--- config.mk ---
export PLATFORM = sky130hd
export DESIGN_NAME = wb_arbiter
export DESIGN_NICKNAME = d
export VERILOG_FILES = /design/src/rtl/wb_arbiter.sv
export SDC_FILE = /design/constraint.sdc
export NUM_CORES = 1
export LEC_CHECK = 0
export BUFFER_PORTS_ARGS = -buffer_cell sky130_fd_sc_hd__buf_2
export CAP_MARGIN = 20
export CORE_AREA = 2 2 62 64
export DETAILED_ROUTE_END_ITERATION = 10
export DIE_AREA = 0 0 64 66
export PLACE_DENSITY = 0.84
export REMOVE_ABC_BUFFERS = 1
export SLEW_MARGIN = 15
export SYNTH_ARGS = -nofsm -noshare
export SYNTH_HDL_FRONTEND = slang
export SYNTH_SLANG_ARGS = --single-unit
--- constraint.sdc ---
create_clock -name clk_i -period 5 [get_ports clk_i]
set_clock_uncertainty 0.1 [all_clocks]
set_input_delay 0.25 -clock clk_i [delete_from_list [all_inputs] [get_ports clk_i]]
set_output_delay 0.25 -clock clk_i [all_outputs]
set_load 0.005 [all_outputs]
--- src/rtl/wb_arbiter.sv ---
// Two-master to one-slave pipelined WISHBONE arbiter (FETCH=F, MEMORY=M)
// with whole-cycle grants and a per-grant no-ack watchdog.
module wb_arbiter #(
  parameter int AW      = 16,
  parameter int DW      = 16,
  parameter int PRIO_M  = 1,
  parameter int TIMEOUT = 15
) (
  input  logic          clk_i,
  input  logic          rstn_i,
  input  logic          f_cyc_i,
  input  logic          f_stb_i,
  output logic          f_stall_o,
  input  logic [AW-1:0] f_addr_i,
  output logic          f_ack_o,
  output logic          f_err_o,
  output logic [DW-1:0] f_data_o,
  input  logic          m_cyc_i,
  input  logic          m_stb_i,
  input  logic          m_we_i,
  output logic          m_stall_o,
  input  logic [AW-1:0] m_addr_i,
  input  logic [DW-1:0] m_data_i,
  output logic          m_ack_o,
  output logic          m_err_o,
  output logic [DW-1:0] m_data_o,
  output logic          wb_cyc_o,
  output logic          wb_stb_o,
  output logic          wb_we_o,
  input  logic          wb_stall_i,
  output logic [AW-1:0] wb_addr_o,
  output logic [DW-1:0] wb_data_o,
  input  logic          wb_ack_i,
  input  logic [DW-1:0] wb_data_i
);

  localparam int CW = $clog2(TIMEOUT + 1);
  localparam logic [CW-1:0] WD_LAST = CW'(TIMEOUT - 1);

  typedef enum logic [1:0] {
    IDLE,
    GNT_F,
    GNT_M,
    ABORT
  } state_t;

  state_t        state;
  state_t        state_d;
  logic          last_m;
  logic          last_m_d;
  logic          own_m;
  logic          own_m_d;
  logic [CW-1:0] wdog;
  logic [CW-1:0] wdog_d;
  logic          expire;
  logic          m_wins;

  // Cycle TIMEOUT without an ack is the last one the grant may hold the bus.
  assign expire = !wb_ack_i && (wdog == WD_LAST);

  // M takes an idle-bus request on priority, when alone, or when F went last.
  assign m_wins = m_cyc_i && ((PRIO_M != 0) || !f_cyc_i || !last_m);

  // State, round-robin pointer, abort owner and watchdog registers.
  always_ff @(posedge clk_i or negedge rstn_i) begin
    if (!rstn_i) begin
      state  <= IDLE;
      last_m <= 1'b0;
      own_m  <= 1'b0;
      wdog   <= '0;
    end else begin
      state  <= state_d;
      last_m <= last_m_d;
      own_m  <= own_m_d;
      wdog   <= wdog_d;
    end
  end

  // Next-state: grants hold until the owner drops cyc or the watchdog fires.
  always_comb begin
    state_d  = state;
    last_m_d = last_m;
    own_m_d  = own_m;
    unique case (state)
      IDLE: begin
        if (m_wins) begin
          state_d = GNT_M;
        end else if (f_cyc_i) begin
          state_d = GNT_F;
        end
      end
      GNT_F: begin
        if (!f_cyc_i) begin
          last_m_d = 1'b0;
          state_d  = m_cyc_i ? GNT_M : IDLE;
        end else if (expire) begin
          last_m_d = 1'b0;
          own_m_d  = 1'b0;
          state_d  = ABORT;
        end
      end
      GNT_M: begin
        if (!m_cyc_i) begin
          last_m_d = 1'b1;
          state_d  = f_cyc_i ? GNT_F : IDLE;
        end else if (expire) begin
          last_m_d = 1'b1;
          own_m_d  = 1'b1;
          state_d  = ABORT;
        end
      end
      ABORT: begin
        state_d = IDLE;
      end
      default: begin
        state_d = IDLE;
      end
    endcase
  end

  // Watchdog counts ackless bus cycles; any ack or state change clears it.
  always_comb begin
    wdog_d = '0;
    if ((state_d == state) && wb_cyc_o && !wb_ack_i) begin
      wdog_d = wdog + 1'b1;
    end
  end

  // Bus routing: only the granted master sees the slave; the other stalls.
  always_comb begin
    wb_cyc_o  = 1'b0;
    wb_stb_o  = 1'b0;
    wb_we_o   = 1'b0;
    wb_addr_o = '0;
    wb_data_o = '0;
    f_stall_o = 1'b1;
    f_ack_o   = 1'b0;
    f_err_o   = 1'b0;
    f_data_o  = '0;
    m_stall_o = 1'b1;
    m_ack_o   = 1'b0;
    m_err_o   = 1'b0;
    m_data_o  = '0;
    unique case (state)
      GNT_F: begin
        wb_cyc_o  = f_cyc_i;
        wb_stb_o  = f_cyc_i & f_stb_i;
        wb_addr_o = f_addr_i;
        f_stall_o = wb_stall_i;
        f_ack_o   = wb_ack_i & f_cyc_i;
        f_data_o  = wb_data_i;
      end
      GNT_M: begin
        wb_cyc_o  = m_cyc_i;
        wb_stb_o  = m_cyc_i & m_stb_i;
        wb_we_o   = m_cyc_i & m_we_i;
        wb_addr_o = m_addr_i;
        wb_data_o = m_data_i;
        m_stall_o = wb_stall_i;
        m_ack_o   = wb_ack_i & m_cyc_i;
        m_data_o  = wb_data_i;
      end
      ABORT: begin
        f_err_o = !own_m;
        m_err_o = own_m;
      end
      default: begin
      end
    endcase
  end

endmodule
# Word-level counts from Yosys, hierarchy flattened
# Cells that the tools add are included.
[op_classes] addsub=1 eq_ne=9 muxes=27 n_bitwise=5 n_reduce_logical=8
[op_table] cell="$mux 16" n=3
[op_table] cell="$pmux 16 s2" n=1
[op_table] cell="$mux 1" n=12
[op_table] cell="$mux 2" n=6
[op_table] cell="$ne 2x2->1 const B" n=4
[op_table] cell="$pmux 2 s4" n=1
[op_table] cell="$pmux 1 s2" n=3
[op_table] cell="$and 1x1->1" n=5
[op_table] cell="$reduce_and 5->1" n=1
[op_table] cell="$add 4x1->4 const B" n=1
[op_table] cell="$eq 2x2->1 const B" n=2
[op_table] cell="$eq 4x4->1 const B" n=1
[op_table] cell="$mux 4" n=1
[op_table] cell="$logic_and 1x1->1" n=3
[op_table] cell="$eq 2x1->1 const B" n=1
[op_table] cell="$eq 2x2->1" n=1
[op_table] cell="$logic_not 1->1" n=2
[op_table] cell="$logic_not 2->1" n=1
[op_table] cell="$reduce_bool 2->1" n=1
[totals] ff_bits=7 inputBits=73 output_inout_bits=73 elab_cells=53

# Depth between registers and ports, before layout
[logic_depth] ltp_word=9 ltp_mapped=7 depth_no_buf=6

# Least setup slack after synthesis
# OpenSTA, ideal clock, no wires.
[synth_path] path_type="reg-to-reg" start="register state[0]" end="register wdog[2]" setup_ps=137 t_arrival_ps=1536 required_time_ps=4763 setup_slack_ps=3227 stages_incl_launch_ff=8 n_path_buf=1 synth_period_minus_slack_ps=1773 cell_sequence="dfrtp_1 > inv_1 > ha_1 > buf_4 > nor4b_1 > nor4b_4 > o311ai_4 > nor3_1"
[synth_via] elab_chain_len=7 elab_cells_between_ends=15 classes_between="eq/ne: 4; mux: 8; reduce/logical: 3"
[synth_lines] item="from (decl)" line_no="47" rtl="state_t state;"
[synth_lines] item="from (signal assigned)" line_no="72" rtl="state <= state_d;"
[synth_lines] item="$mux 2 (on tied branches)" line_no="96, 106, 88"
[synth_lines] item="$mux 2 (on tied branches)" line_no="103, 86, 93"
[synth_lines] item="$pmux 2 s4" line_no="84" rtl="unique case (state)"
[synth_lines] item="$eq 2x2->1" line_no="124" rtl="if ((state_d == state) && wb_cyc_o && !wb_ack_i) begin"
[synth_lines] item="$logic_and 1x1->1 * (2 in series)" line_no="124"
[synth_lines] item="$mux 4 *" line_no="124"
[synth_lines] item="net wdog_d[2]" line_no="54" rtl="logic [CW-1:0] wdog_d;"
[synth_lines] item="to (signal assigned)" line_no="75" rtl="wdog <= wdog_d;"
[synth_lines] item="to (decl)" line_no="53" rtl="logic [CW-1:0] wdog;"
# Mark *: on every way through the listed nets, which the timed path passes. The rest lies on a longest branch.
# A chain may end at the register's enable or synchronous reset.

# Worst setup path in the final report
[layout_path] start="register state[0]" end="output wb_addr_o[6]"
[layout_via] elab_chain_len=2 elab_cells_between_ends=3 classes_between="eq/ne: 2; mux: 1"
[layout_lines] item="$eq 2x2->1 / $eq 2x1->1 (equally long branches)" line_no="144" rtl="unique case (state)"
[layout_lines] item="$pmux 16 s2 *" line_no="144"
[layout_lines] item="to (decl)" line_no="31" rtl="output logic [AW-1:0] wb_addr_o,"
# Mark *: on every way between the ends. The rest lies on a longest branch, timed or not.

==> reports/qor.yml <==
critical_path:
  cp.required_ns: 4.65
  cp-end-kind: "primary output"
  crit_type: "flip-flop to primary output"
  worstPathMaxFanout: 33
  crit_arrival_ns: 2.29
  crit_path_start_kind: "flip-flop"
clock_network:
  path_clk_slew_ns: 0.05
  cts_sinks: 7
  clock-root-buffer: "clkbuf_4"
  numCtsBuffers: 3
  post_cts_buffers: 0
  clockBufferDepth: 2
  h-tree-depth: 1
  clock_latency_ns: 0.26
  cts_resized: 0
  cts_tree: "done"
sta:
  setup_viol: 0
  fmax_mhz: 378.5
  hold_viol: 0
  setup_slack_ns: 2.358
  fin_crit_sh_pct: 52.84
  slew_viol_final: 0
  tightest_slew_ns: 0.8436
  slew_headroom_pct: 43.76
  rsz0062_at_grt: "no"
  holdWs_ns: 0.2497
  fin_crit_ns: 2.642
  fin_tns_setup_ns: 0
logic_synthesis:
  ys_warn_count: 0
  synth_compound_area_share_pct: 22.72
  synth_edf_count: 0
  synth.area.mux_share_pct: 0
  ys.flop_type: "dfrtp_1"
  synth_top_family_by_area: "simple AND/OR/NAND/NOR gates"
  synth_area_per_cell_sq_um: 7.759
  synth_xor_area_share_pct: 1.420
  synthSimpleGateAreaFrac_pct: 48.58
  synth_fa_ha_area_share_pct: 6.085
  synthArstFlopShare_pct: 100.0
  synth.yosys.seq_area_share_pct: 14.20
  synthDistinctLibCells: 38
  ys_ff_latch: 7
  synth_area_sq_um: 1234
  syn_inst: 159
pwr:
  p_sw_mw: 0.3883
  pwr-share-seq_pct: 9.9
  power.internal_mw: 0.4187
  power_mw: 0.8069
  swShare_pct: 48.12
  p_comb_share_pct: 83.4
  powerDensity_nw_per_um2: 403.6
  pwr-share-clk_pct: 6.8
  peakVddDrop_uv: 187.3
  p_leak_nw: 1.143
route:
  wl_per_cell_um: 14.31
  totalWireLength_mm: 4.951
  viasPerCell: 4.884
  drt_pass1_iterations: 4
  drtAntennaViolNets: 0
  drt_iter0_drc: 83
  vias: 1690
  drc: 0
placed_design:
  hpwl_mm: 3.983
  gp_congestion: 0.8868
  place_ws_ns: 2.654
  io_buffers: 145
  place_area_sq_um: 1963
  dp.cells: 341
floorplan:
  die-area_sq_um: 4224
  io_pins: 146
  die_x_um: 64
  rows: 22
  die_h_um: 66
  initial_utilization_pct: 34.74
  coreArea_sq_um: 3551
global_routing:
  use_met3_pct: 5.963
  gr-total-overflow: 0
  busiest_layer: "met2"
  use_met2_pct: 39.06
  grt_max_degree: 34
  grt_pass1_wl_mm: 7.383
  grt_pass1_vias: 1547
  groute.usage.overall_pct: 22.26
  antenna_found_initial: 0
  met1_usage_pct: 26.86
outcome:
  status: "finished clean"
layout:
  layout.nets: 378
  drive_gt1_share_pct: 54.03
  final_cells: 346
  fillers: 343
  antenna_cells: 0
  utilization_pct: 56.31
  synthToLayoutAreaGrowth_pct: 62.07
  fin_area_sq_um: 1999
worst_hold_path:
  hp-class: "primary input to async pin"
flow_run:
  cap_violations: 0
power by group through the flow:
stage / combinational (mW) / clock [mW] / sequential (mW)
floorplan: 0.397 / 0 / 0.0763
global placement: 0.658 / 0 / 0.0787
detailed placement: 0.668 / 0 / 0.0797
CTS: 0.677 / 0.0544 / 0.0789
global route: 0.741 / 0.0597 / 0.0817
finish: 0.673 / 0.0545 / 0.0797
final timing paths:
check                           startpoint           end  slack [ns]  cells past startpoint
worst min register to register     wdog[0]       wdog[0]        0.40                      1
min in group clk_i                wb_ack_i       wdog[2]        0.26                      4
worst max register to register    state[1]       wdog[2]        2.60                      7
max in group asynchronous           rstn_i         own_m        4.38                      2
worst min-delay path                rstn_i       wdog[0]        0.25                      2
worst max-delay path              state[0]  wb_addr_o[6]        2.36                      6
cell families after synthesis:
group | Yosys count
AO/OA/AOI/OAI | 35
XOR/XNOR | 2
adder cells (fa/ha/maj) | 6
buffers and inverters | 17
flip-flops | 7
AND/OR/NAND/NOR | 92
synth_stat cells, types with 2 or more instances:
cell type,number,area [sq um]
nand2b_1,3,18.77
ha_1,6,75.07
and2_1,50,312.8
inv_1,4,15.01
nand3_1,4,20.02
a22oi_1,16,120.1
clkbuf_1,7,26.28
and3_2,2,15.01
a21oi_1,3,15.01
nor3_1,3,15.01
buf_2,3,15.01
nor2_1,4,15.01
buf_6,2,22.52
dfrtp_1,7,175.2
nor2b_1,18,112.6
o21ai_0,5,25.02
critical path, cell delays in order, from the launching register on:
cell     delay (ns)
dfrtp_1        0.43
inv_1          0.12
ha_1           0.72
buf_4          0.39
a22oi_1        0.11
nor2b_1        0.12
buf_2          0.12
per-layer routing:
metal | wire, um | vias up
met1 | 1926 | 755
met3 | 536 | 5
met4 | 41 | 0
li1 | - | 820
met5 | 0 | -
met2 | 2446 | 110
placed cells by master, fill, tap and decap left out, types with 2 or more instances in the layout:
master    count
inv_1         4
dfrtp_1       7
nand2b_1      3
and3_2        2
clkbuf_4      3
buf_2       145
nor2b_1      18
o21ai_0       5
ha_1          6
nor3_1        3
a21oi_1       3
buf_4         2
nor2_1        4
and2_1       50
nand3_1       4
a22oi_1      16
flip-flops by register name (all words and copies together), names as in the netlist:
name and cells:
wdog 4, state 2, own_m 1
cell type report:
type | count | area, sq um | share of cell area, %
multi-input combinational | 135 | 972.2 | 48.62
clock buffer | 4 | 26.28 | 1.314
timing repair buffer | 148 | 750.7 | 37.55
inverter | 4 | 15.01 | 0.7509
tap | 48 | 60.06 | 3.004
sequential | 7 | 175.2 | 8.761
repair_timing:
item,in CTS,in global routing
endpoints found under the setup margin,0,0
endpoints found under the hold margin,7,0
hold buffers,1,0
(Power assumes the default switching activity.)
